`src/rtl/imu_bias_calibrator_pkg.sv`:
```
// Shared types and constants for the IMU bias calibrator.
// Optional deadband feature: IMU_DEADBAND_EN.
package imu_pkg;

   localparam int IMU_W = 16;

   localparam logic signed [IMU_W-1:0] SAT_MAX = 16'sh7FFF;
   localparam logic signed [IMU_W-1:0] SAT_MIN = 16'sh8000;

   typedef enum logic {
      S_CALIB = 1'b0,
      S_RUN   = 1'b1
   } state_t;

   // Clamp a 17-bit signed difference into 16-bit signed range.
   function automatic logic signed [IMU_W-1:0] sat16(input logic signed [IMU_W:0] v);
      logic signed [IMU_W-1:0] r;
      if (v[IMU_W] != v[IMU_W-1])
         r = v[IMU_W] ? SAT_MIN : SAT_MAX;
      else
         r = v[IMU_W-1:0];
      return r;
   endfunction

endpackage

```
`src/rtl/imu_bias_calibrator_gyro_bias_axis.sv`:
```
// One gyro axis: bias accumulator, bias register and corrected output.
// Optional deadband on the corrected value: IMU_DEADBAND_EN.
module gyro_bias_axis
   import imu_pkg::*;
#(
   parameter int CALIB_LOG2 = 6,
   parameter int DEADBAND   = 4
) (
   input  logic              clk,
   input  logic              rst_n,
   input  logic [IMU_W-1:0]  sample,
   input  logic              acc_en,
   input  logic              latch_bias,
   input  logic              clear,
   input  logic              out_en,
   output logic [IMU_W-1:0]  gyro_out
);

   localparam int ACC_W = IMU_W + CALIB_LOG2;

   logic signed [ACC_W-1:0] acc;
   logic signed [ACC_W-1:0] acc_sum;
   logic signed [ACC_W-1:0] acc_avg;
   logic signed [IMU_W-1:0] bias;
   logic signed [IMU_W:0]   diff;
   logic signed [IMU_W-1:0] corr;
   logic signed [IMU_W-1:0] corr_out;

   // Running sum including the current sample, averaged by flooring shift.
   always_comb begin
      acc_sum = acc + $signed({{CALIB_LOG2{sample[IMU_W-1]}}, sample});
      acc_avg = acc_sum >>> CALIB_LOG2;
   end

   // Bias-corrected, saturated (and optionally deadbanded) sample.
   always_comb begin
      diff     = $signed({sample[IMU_W-1], sample}) - $signed({bias[IMU_W-1], bias});
      corr     = sat16(diff);
      corr_out = corr;
`ifdef IMU_DEADBAND_EN
      if ((int'(corr) >= -DEADBAND) && (int'(corr) <= DEADBAND))
         corr_out = '0;
`endif
   end

   // Accumulator and bias register; clear (recalibration) has top priority.
   always_ff @(posedge clk or negedge rst_n) begin
      if (!rst_n) begin
         acc  <= '0;
         bias <= '0;
      end else if (clear) begin
         acc  <= '0;
      end else if (latch_bias) begin
         bias <= acc_avg[IMU_W-1:0];
         acc  <= '0;
      end else if (acc_en) begin
         acc  <= acc_sum;
      end
   end

   // Registered corrected output, held between strobes.
   always_ff @(posedge clk or negedge rst_n) begin
      if (!rst_n)
         gyro_out <= '0;
      else if (out_en)
         gyro_out <= corr_out;
   end

endmodule

```
`src/rtl/imu_bias_calibrator.sv`:
```
// IMU bias calibrator top: calibration FSM, sample counter, accel
// pass-through and strobes. Optional gyro deadband: IMU_DEADBAND_EN.
module imu_bias_calibrator
   import imu_pkg::*;
#(
   parameter int CALIB_LOG2 = 6,
   parameter int DEADBAND   = 4
) (
   input  logic        clk,
   input  logic        rst_n,
   input  logic        in_valid,
   input  logic [15:0] in_accel_x,
   input  logic [15:0] in_accel_y,
   input  logic [15:0] in_accel_z,
   input  logic [15:0] in_gyro_x,
   input  logic [15:0] in_gyro_y,
   input  logic [15:0] in_gyro_z,
   input  logic        recal,
   output logic [15:0] accel_x,
   output logic [15:0] accel_y,
   output logic [15:0] accel_z,
   output logic [15:0] gyro_x,
   output logic [15:0] gyro_y,
   output logic [15:0] gyro_z,
   output logic        out_valid,
   output logic        calib_done
);

   localparam logic [CALIB_LOG2-1:0] CNT_MAX = '1;

   state_t                  state;
   state_t                  state_nx;
   logic [CALIB_LOG2-1:0]   sample_cnt;
   logic                    acc_en;
   logic                    latch_bias;
   logic                    clear;
   logic                    out_en;

   // State register.
   always_ff @(posedge clk or negedge rst_n) begin
      if (!rst_n)
         state <= S_CALIB;
      else
         state <= state_nx;
   end

   // Next state and per-axis controls; recal overrides any sample.
   always_comb begin
      state_nx   = state;
      acc_en     = 1'b0;
      latch_bias = 1'b0;
      clear      = 1'b0;
      out_en     = 1'b0;
      if (recal) begin
         state_nx = S_CALIB;
         clear    = 1'b1;
      end else begin
         case (state)
            S_CALIB: begin
               if (in_valid) begin
                  acc_en = 1'b1;
                  if (sample_cnt == CNT_MAX) begin
                     latch_bias = 1'b1;
                     state_nx   = S_RUN;
                  end
               end
            end
            S_RUN: begin
               out_en = in_valid;
            end
            default: state_nx = S_CALIB;
         endcase
      end
   end

   // Calibration sample counter.
   always_ff @(posedge clk or negedge rst_n) begin
      if (!rst_n)
         sample_cnt <= '0;
      else if (clear || latch_bias)
         sample_cnt <= '0;
      else if (acc_en)
         sample_cnt <= sample_cnt + 1'b1;
   end

   // Status and output strobe.
   always_ff @(posedge clk or negedge rst_n) begin
      if (!rst_n) begin
         calib_done <= 1'b0;
         out_valid  <= 1'b0;
      end else begin
         calib_done <= (state_nx == S_RUN);
         out_valid  <= out_en;
      end
   end

   // Accel pass-through, held between strobes.
   always_ff @(posedge clk or negedge rst_n) begin
      if (!rst_n) begin
         accel_x <= '0;
         accel_y <= '0;
         accel_z <= '0;
      end else if (out_en) begin
         accel_x <= in_accel_x;
         accel_y <= in_accel_y;
         accel_z <= in_accel_z;
      end
   end

   gyro_bias_axis #(.CALIB_LOG2(CALIB_LOG2), .DEADBAND(DEADBAND)) u_axis_x (
      .clk        (clk),
      .rst_n      (rst_n),
      .sample     (in_gyro_x),
      .acc_en     (acc_en),
      .latch_bias (latch_bias),
      .clear      (clear),
      .out_en     (out_en),
      .gyro_out   (gyro_x)
   );

   gyro_bias_axis #(.CALIB_LOG2(CALIB_LOG2), .DEADBAND(DEADBAND)) u_axis_y (
      .clk        (clk),
      .rst_n      (rst_n),
      .sample     (in_gyro_y),
      .acc_en     (acc_en),
      .latch_bias (latch_bias),
      .clear      (clear),
      .out_en     (out_en),
      .gyro_out   (gyro_y)
   );

   gyro_bias_axis #(.CALIB_LOG2(CALIB_LOG2), .DEADBAND(DEADBAND)) u_axis_z (
      .clk        (clk),
      .rst_n      (rst_n),
      .sample     (in_gyro_z),
      .acc_en     (acc_en),
      .latch_bias (latch_bias),
      .clear      (clear),
      .out_en     (out_en),
      .gyro_out   (gyro_z)
   );

endmodule

```
`config.mk`:
```
export PLATFORM = sky130hd
export DESIGN_NAME = imu_bias_calibrator
export DESIGN_NICKNAME = d
export VERILOG_FILES = /design/src/rtl/imu_bias_calibrator_pkg.sv /design/src/rtl/imu_bias_calibrator_gyro_bias_axis.sv /design/src/rtl/imu_bias_calibrator.sv
export SDC_FILE = /design/constraint.sdc
export NUM_CORES = 1
export LEC_CHECK = 0
export BUFFER_PORTS_ARGS = -buffer_cell sky130_fd_sc_hd__buf_4
export CAP_MARGIN = 20
export CORE_MARGIN = 2
export CORE_UTILIZATION = 60
export CTS_CLUSTER_SIZE = 12
export DETAILED_ROUTE_END_ITERATION = 16
export HOLD_SLACK_MARGIN = 0.05
export PLACE_DENSITY_LB_ADDON = 0.08
export SYNTH_ARGS = -nofsm -noshare
export SYNTH_HDL_FRONTEND = slang
export SYNTH_SLANG_ARGS = --single-unit
export TNS_END_PERCENT = 10
```
`constraint.sdc`:
```
create_clock -name clk -period 9.1 [get_ports clk]
set_clock_uncertainty 0.05 [all_clocks]
set_input_delay 1.365 -clock clk [delete_from_list [all_inputs] [get_ports clk]]
set_output_delay 1.365 -clock clk [all_outputs]
set_load 0.05 [all_outputs]
```
# Yosys cells after proc, flatten, opt, wreduce, memory -nomap -nowiden

Cells that the tools add are included.

Word-level logic and storage cells: 60
Bits in registers: 218
Output and inout bits: 98
Bits of input ports: 100

Eq/ne operators: 4
Reductions and logical operators: 4
Mux-type cells: 29
$add $sub $neg: 7
Bitwise operators: 1

Operators by type and width:

| kind                                        | number |
|---|---|
| 2-to-1 mux 22 bit                           | 9 |
| 2-to-1 mux 16 bit                           | 6 |
| adder 22 x 16 -> 22 bit                     | 3 |
| subtractor 16 x 16 -> 17 bit                | 3 |
| 2-to-1 mux 1 bit                            | 12 |
| 2-to-1 mux 6 bit                            | 2 |
| adder 6 x 1 -> 6 bit, second input constant | 1 |
| == test 6 bit, second input constant        | 1 |
| inequality test 1 bit                       | 3 |
| nonzero test 3 bit                          | 1 |
| AND reduction 2 bit                         | 1 |
| nonzero test 2 bit                          | 1 |
| logical OR 1 bit                            | 1 |
| inverter 1 bit                              | 1 |

# Depth between registers and ports, before layout

Depth in word-level cells: 7
Mapped depth: 14
Mapped depth without buffers: 13

# Hierarchy

A second synthesis with hierarchy kept.

Cell total of the unflattened synthesis: 1633
Area, all modules: 14906.8 sq um

By module, submodules not included:

| module                        | area each (sq um) | instances | cells an instance | sequential area each (sq um) |
|---|---|---|---|---|
| gyro_bias_axis (u_axis_x ...) | 4319.1            | 2         | 503               | 1351.3 |
| gyro_bias_axis (u_axis_z)     | 4063.9            | 1         | 481               | 1351.3 |
| imu_bias_calibrator           | 2204.6            | 1         | 146               | 1401.3 |

# Worst setup path after synthesis

No wires, ideal clock.

Path kind: input to register
Start point: input in_gyro_z[0]
End point: register u_axis_z.bias[14]
Cell stages on the path: 11
Arrival: 3961 ps
Slack: 4964 ps
Library setup time: 125 ps
Buffers on the path: 0
Required time: 8925 ps
Cells stage by stage: ha_1 -> fa_1 -> a21o_1 -> a21o_1 -> a2111o_1 -> nand4_2 -> a31oi_1 -> or4_1 -> a31o_1 -> xor2_1 -> mux2_2

Longest elaborated chain between the ends: 1

RTL lines:

| element                 | line                                     | source |
|---|---|---|
| from (decl)             | imu_bias_calibrator.sv:17                | `input logic [15:0] in_gyro_z,` |
| adder 22 x 16 -> 22 bit | imu_bias_calibrator_gyro_bias_axis.sv:31 | `acc_sum = acc + $signed({{CALIB_LOG2{sample[IMU_W-1]}}, sample});` |
| to (signal assigned)    | imu_bias_calibrator_gyro_bias_axis.sv:54 | `bias <= acc_avg[IMU_W-1:0];` |
| to (decl)               | imu_bias_calibrator_gyro_bias_axis.sv:24 | `logic signed [IMU_W-1:0] bias;` |

Every way passes these cells.
A chain may end at the register's enable or synchronous reset.

# Final worst setup path

Start point: input in_gyro_y[0]
End point: register u_axis_y.gyro_out[5]

Longest elaborated chain between the ends: 3
Elaborated cells on any way between the ends: 4
Those cells by class: add/sub (1); eq/ne (1); mux (2)

RTL lines:

| element                                                           | line                                                         | source |
|---|---|---|
| from (decl)                                                       | imu_bias_calibrator.sv:16                                    | `input logic [15:0] in_gyro_y,` |
| subtractor 16 x 16 -> 17 bit (*)                                  | imu_bias_calibrator_gyro_bias_axis.sv:37                     | `diff = $signed({sample[IMU_W-1], sample}) - $signed({bias[IMU_W-1], bias});` |
| 2-to-1 mux 16 bit / inequality test 1 bit (equally long branches) | imu_bias_calibrator_pkg.sv:19, imu_bias_calibrator_pkg.sv:18 |  |
| 2-to-1 mux 16 bit (*)                                             | imu_bias_calibrator_pkg.sv:18                                | `if (v[IMU_W] != v[IMU_W-1])` |
| to (signal assigned)                                              | imu_bias_calibrator_gyro_bias_axis.sv:66                     | `gyro_out <= corr_out;` |
| to (decl)                                                         | imu_bias_calibrator_gyro_bias_axis.sv:16                     | `output logic [IMU_W-1:0] gyro_out` |

Every way passes the cells marked *; elsewhere a longest branch is shown, timed or not.

==> flow_summary.json <==
{
  "drtIter0Drc": 759,
  "power_density_mw_per_mm2": 164,
  "wl_per_cell_um": 17.6,
  "cts_buffer_depth": 3,
  "leakagePower_nw": 8.37,
  "row_count": 54,
  "rsz0062_at_grt": "no",
  "drc": 0,
  "routed_wl_um": 35000,
  "peakVddDrop_v": 0.000222,
  "synthMuxAreaShare_pct": 1.29,
  "synth-async-reset-ratio_pct": 100,
  "die_h_um": 154,
  "die-area_mm2": 0.0238,
  "cts_made_buffers": 24,
  "cp_max_fo": 12,
  "coreArea_mm2": 0.0220,
  "tightest_slew_ns": 1.01,
  "syn_avg_cell_area_um2": 8.92,
  "hp-class": "reg -> reg",
  "synth_compound_area_share_pct": 21.2,
  "fin_ws_ns": 5.02,
  "insertion_delay_ns": 0.52,
  "synth_area_mm2": 0.0135,
  "dp_hpwl_um": 25600,
  "hold_path_depth": 2,
  "syn_inst": 1516,
  "required_ns": 9.41,
  "cts_tree": "built",
  "final_cell_mix": "nand2_1, dfrtp_1, buf_4, o21ai_0, ha_1",
  "grt_max_degree": 82,
  "timing.setup.tns_ns": 0,
  "numClockSinks": 218,
  "ios": 198,
  "r2r-end": "u_axis_y.gyro_out[5]",
  "reg2reg_depth": 12,
  "grt_pass1_vias": 11500,
  "grt_pass1_wl_um": 57400,
  "synth_ff_type": "dfrtp_1",
  "reg2reg_slack_ns": 5.64,
  "slew_violations": 0,
  "num_vias": 11700,
  "fin_nets": 1914,
  "cap_violations": 0,
  "root_buffer": "clkbuf_16",
  "ant_nets": 0,
  "relSlewSlack_pct": 32.5,
  "hold_ws_ns": 0.420,
  "gp_congestion": 0.995,
  "die_w_um": 154,
  "critical_path_class": "in -> reg",
  "cts-resized-gates": 0,
  "drive_gt1_share_pct": 15.8,
  "end_kind": "register",
  "initial_core_util_pct": 61.6,
  "ctsHoldBuffers": 0,
  "yosysWarnings": 0,
  "synth_xor_area_share_pct": 5.89,
  "dp_slack_ns": 4.54,
  "worst_ep_arrival_time_ns": 4.39,
  "min_period_over_period_pct": 44.9,
  "synth-seq-cells": 218,
  "final_common_cell": "nand2_1",
  "cp-start-kind": "primary input",
  "finalSetupViolCount": 0,
  "n_antenna_cell": 0,
  "reg_top3": "u_axis_x.acc x22, u_axis_y.acc x22, u_axis_z.acc x22",
  "worstHoldStart": "u_axis_x.gyro_out[1]",
  "synth_enable_flop_cells": 0,
  "synthSimpleGateAreaFrac_pct": 16.2,
  "period_needed_ns": 4.08,
  "synth_seq_area_share_pct": 40.3,
  "fmax_mhz": 245,
  "cts_max_level": 1,
  "groute.usage.overall_pct": 29.5,
  "synth-adder-area-share_pct": 11.5,
  "antenna_found_initial": 0,
  "vias_per_cell": 5.86,
  "path_clk_slew_ns": 0.06,
  "power_mw": 2.63,
  "hold_violations": 0,
  "min_to": "u_axis_x.gyro_out[1]",
  "overflow": 0,
  "synth_top_family_by_area": "compound AO/OA/AOI/OAI gates",
  "dr.pass1.iters": 7,
  "synthToLayoutAreaGrowth_pct": 18.2,
  "io_buffers": 197,
  "synth.net_count": 1734,
  "post_cts.repair.setup_buffers": 0,
  "yosys.cell_types.count": 73,
  "status": "complete, no violations",
  "reg2reg_from": "u_axis_y.bias[0]"
}
## final cells by class
type                       instances  area (um2)
inverter                          74         278
clock inverter                     8        76.3
clock buffer                      32         671
sequential                       218        5460
tap                              280         350
fill                            1740        5960
multi-input combinational       1174        7630
timing repair buffer             204        1540
## where the power goes
| group | total [mW] | internal (mW) | switching, mW | leakage, nW |
|---|---|---|---|---|
| sequential | 1.05 | 1.02 | 0.0320 | 2.87 |
| combinational | 0.649 | 0.280 | 0.368 | 5.12 |
| clock | 0.931 | 0.542 | 0.388 | 0.374 |
| total | 2.63 | 1.84 | 0.789 | 8.37 |
## stage by stage
step / area [um2] / std cells / util [%]
after CTS: 16000 / 1990 / 72.8
final: 16000 / 1990 / 72.8
after floorplan: 13500 / 1516 / -
after global placement: 15200 / 1950 / 69.4
after detailed placement: 15200 / 1950 / 69.4
after global routing: 16000 / 1990 / 72.8
## how the worst max path moves through the flow
| stage | from | endpoint | depth (start not counted) |
|---|---|---|---|
| after floorplan | in_gyro_z[0] | u_axis_z.bias[14] | 11 |
| after global placement | in_gyro_y[0] | u_axis_y.gyro_out[4] | 14 |
| after detailed placement | in_gyro_y[0] | u_axis_y.gyro_out[0] | 14 |
| after CTS | in_gyro_y[0] | u_axis_y.gyro_out[5] | 14 |
| after global routing | in_gyro_y[0] | u_axis_y.gyro_out[5] | 14 |
| final | in_gyro_y[0] | u_axis_y.gyro_out[5] | 14 |
## kinds of logic after synthesis
logic type,Yosys count
DFF,218
AOI/OAI and AO/OA,438
adders and majority gates,122
and+or+nand+nor,507
buffers and inverters,124
xor gates and xnor gates,91
muxes,16
## per-layer routing
layer	GRT usage (%)	vias to the layer above	wire (um)
met5	0	-	0
met1	38.1	5555	14900
li1	-	5689	-
met2	52.8	370	17500
met3	3.72	45	2070
met4	7.30	0	658
## cell usage after synthesis (15+ instances only)
| library cell | n | area (um2) |
|---|---|---|
| nor2b_1 | 16 | 100 |
| dfrtp_1 | 218 | 5460 |
| nand3_1 | 21 | 105 |
| o21a_1 | 15 | 113 |
| inv_1 | 74 | 278 |
| xor2_1 | 37 | 324 |
| nor3_1 | 21 | 105 |
| a31oi_1 | 15 | 93.8 |
| a22o_1 | 57 | 499 |
| nand2b_1 | 21 | 131 |
| nand2_1 | 298 | 1120 |
| and3_1 | 15 | 93.8 |
| clkbuf_1 | 37 | 139 |
| ha_1 | 112 | 1400 |
| xnor2_1 | 54 | 473 |
| a21oi_1 | 91 | 455 |
| o21ai_0 | 130 | 651 |
| a21o_1 | 48 | 360 |
| nor2_1 | 79 | 297 |
## critical path, stage by stage
cell and delay [ns]:
buf_4 0.12, inv_1 0.05, ha_1 0.16, inv_1 0.05, fa_1 0.41, a211o_1 0.29
a21oi_1 0.16, o21ai_0 0.14, a31oi_1 0.24, o21ai_0 0.16, a31oi_1 0.36, inv_1 0.13
o21ai_1 0.51, o21ai_0 0.22
No activity file was read; power rests on OpenSTA's default activity.
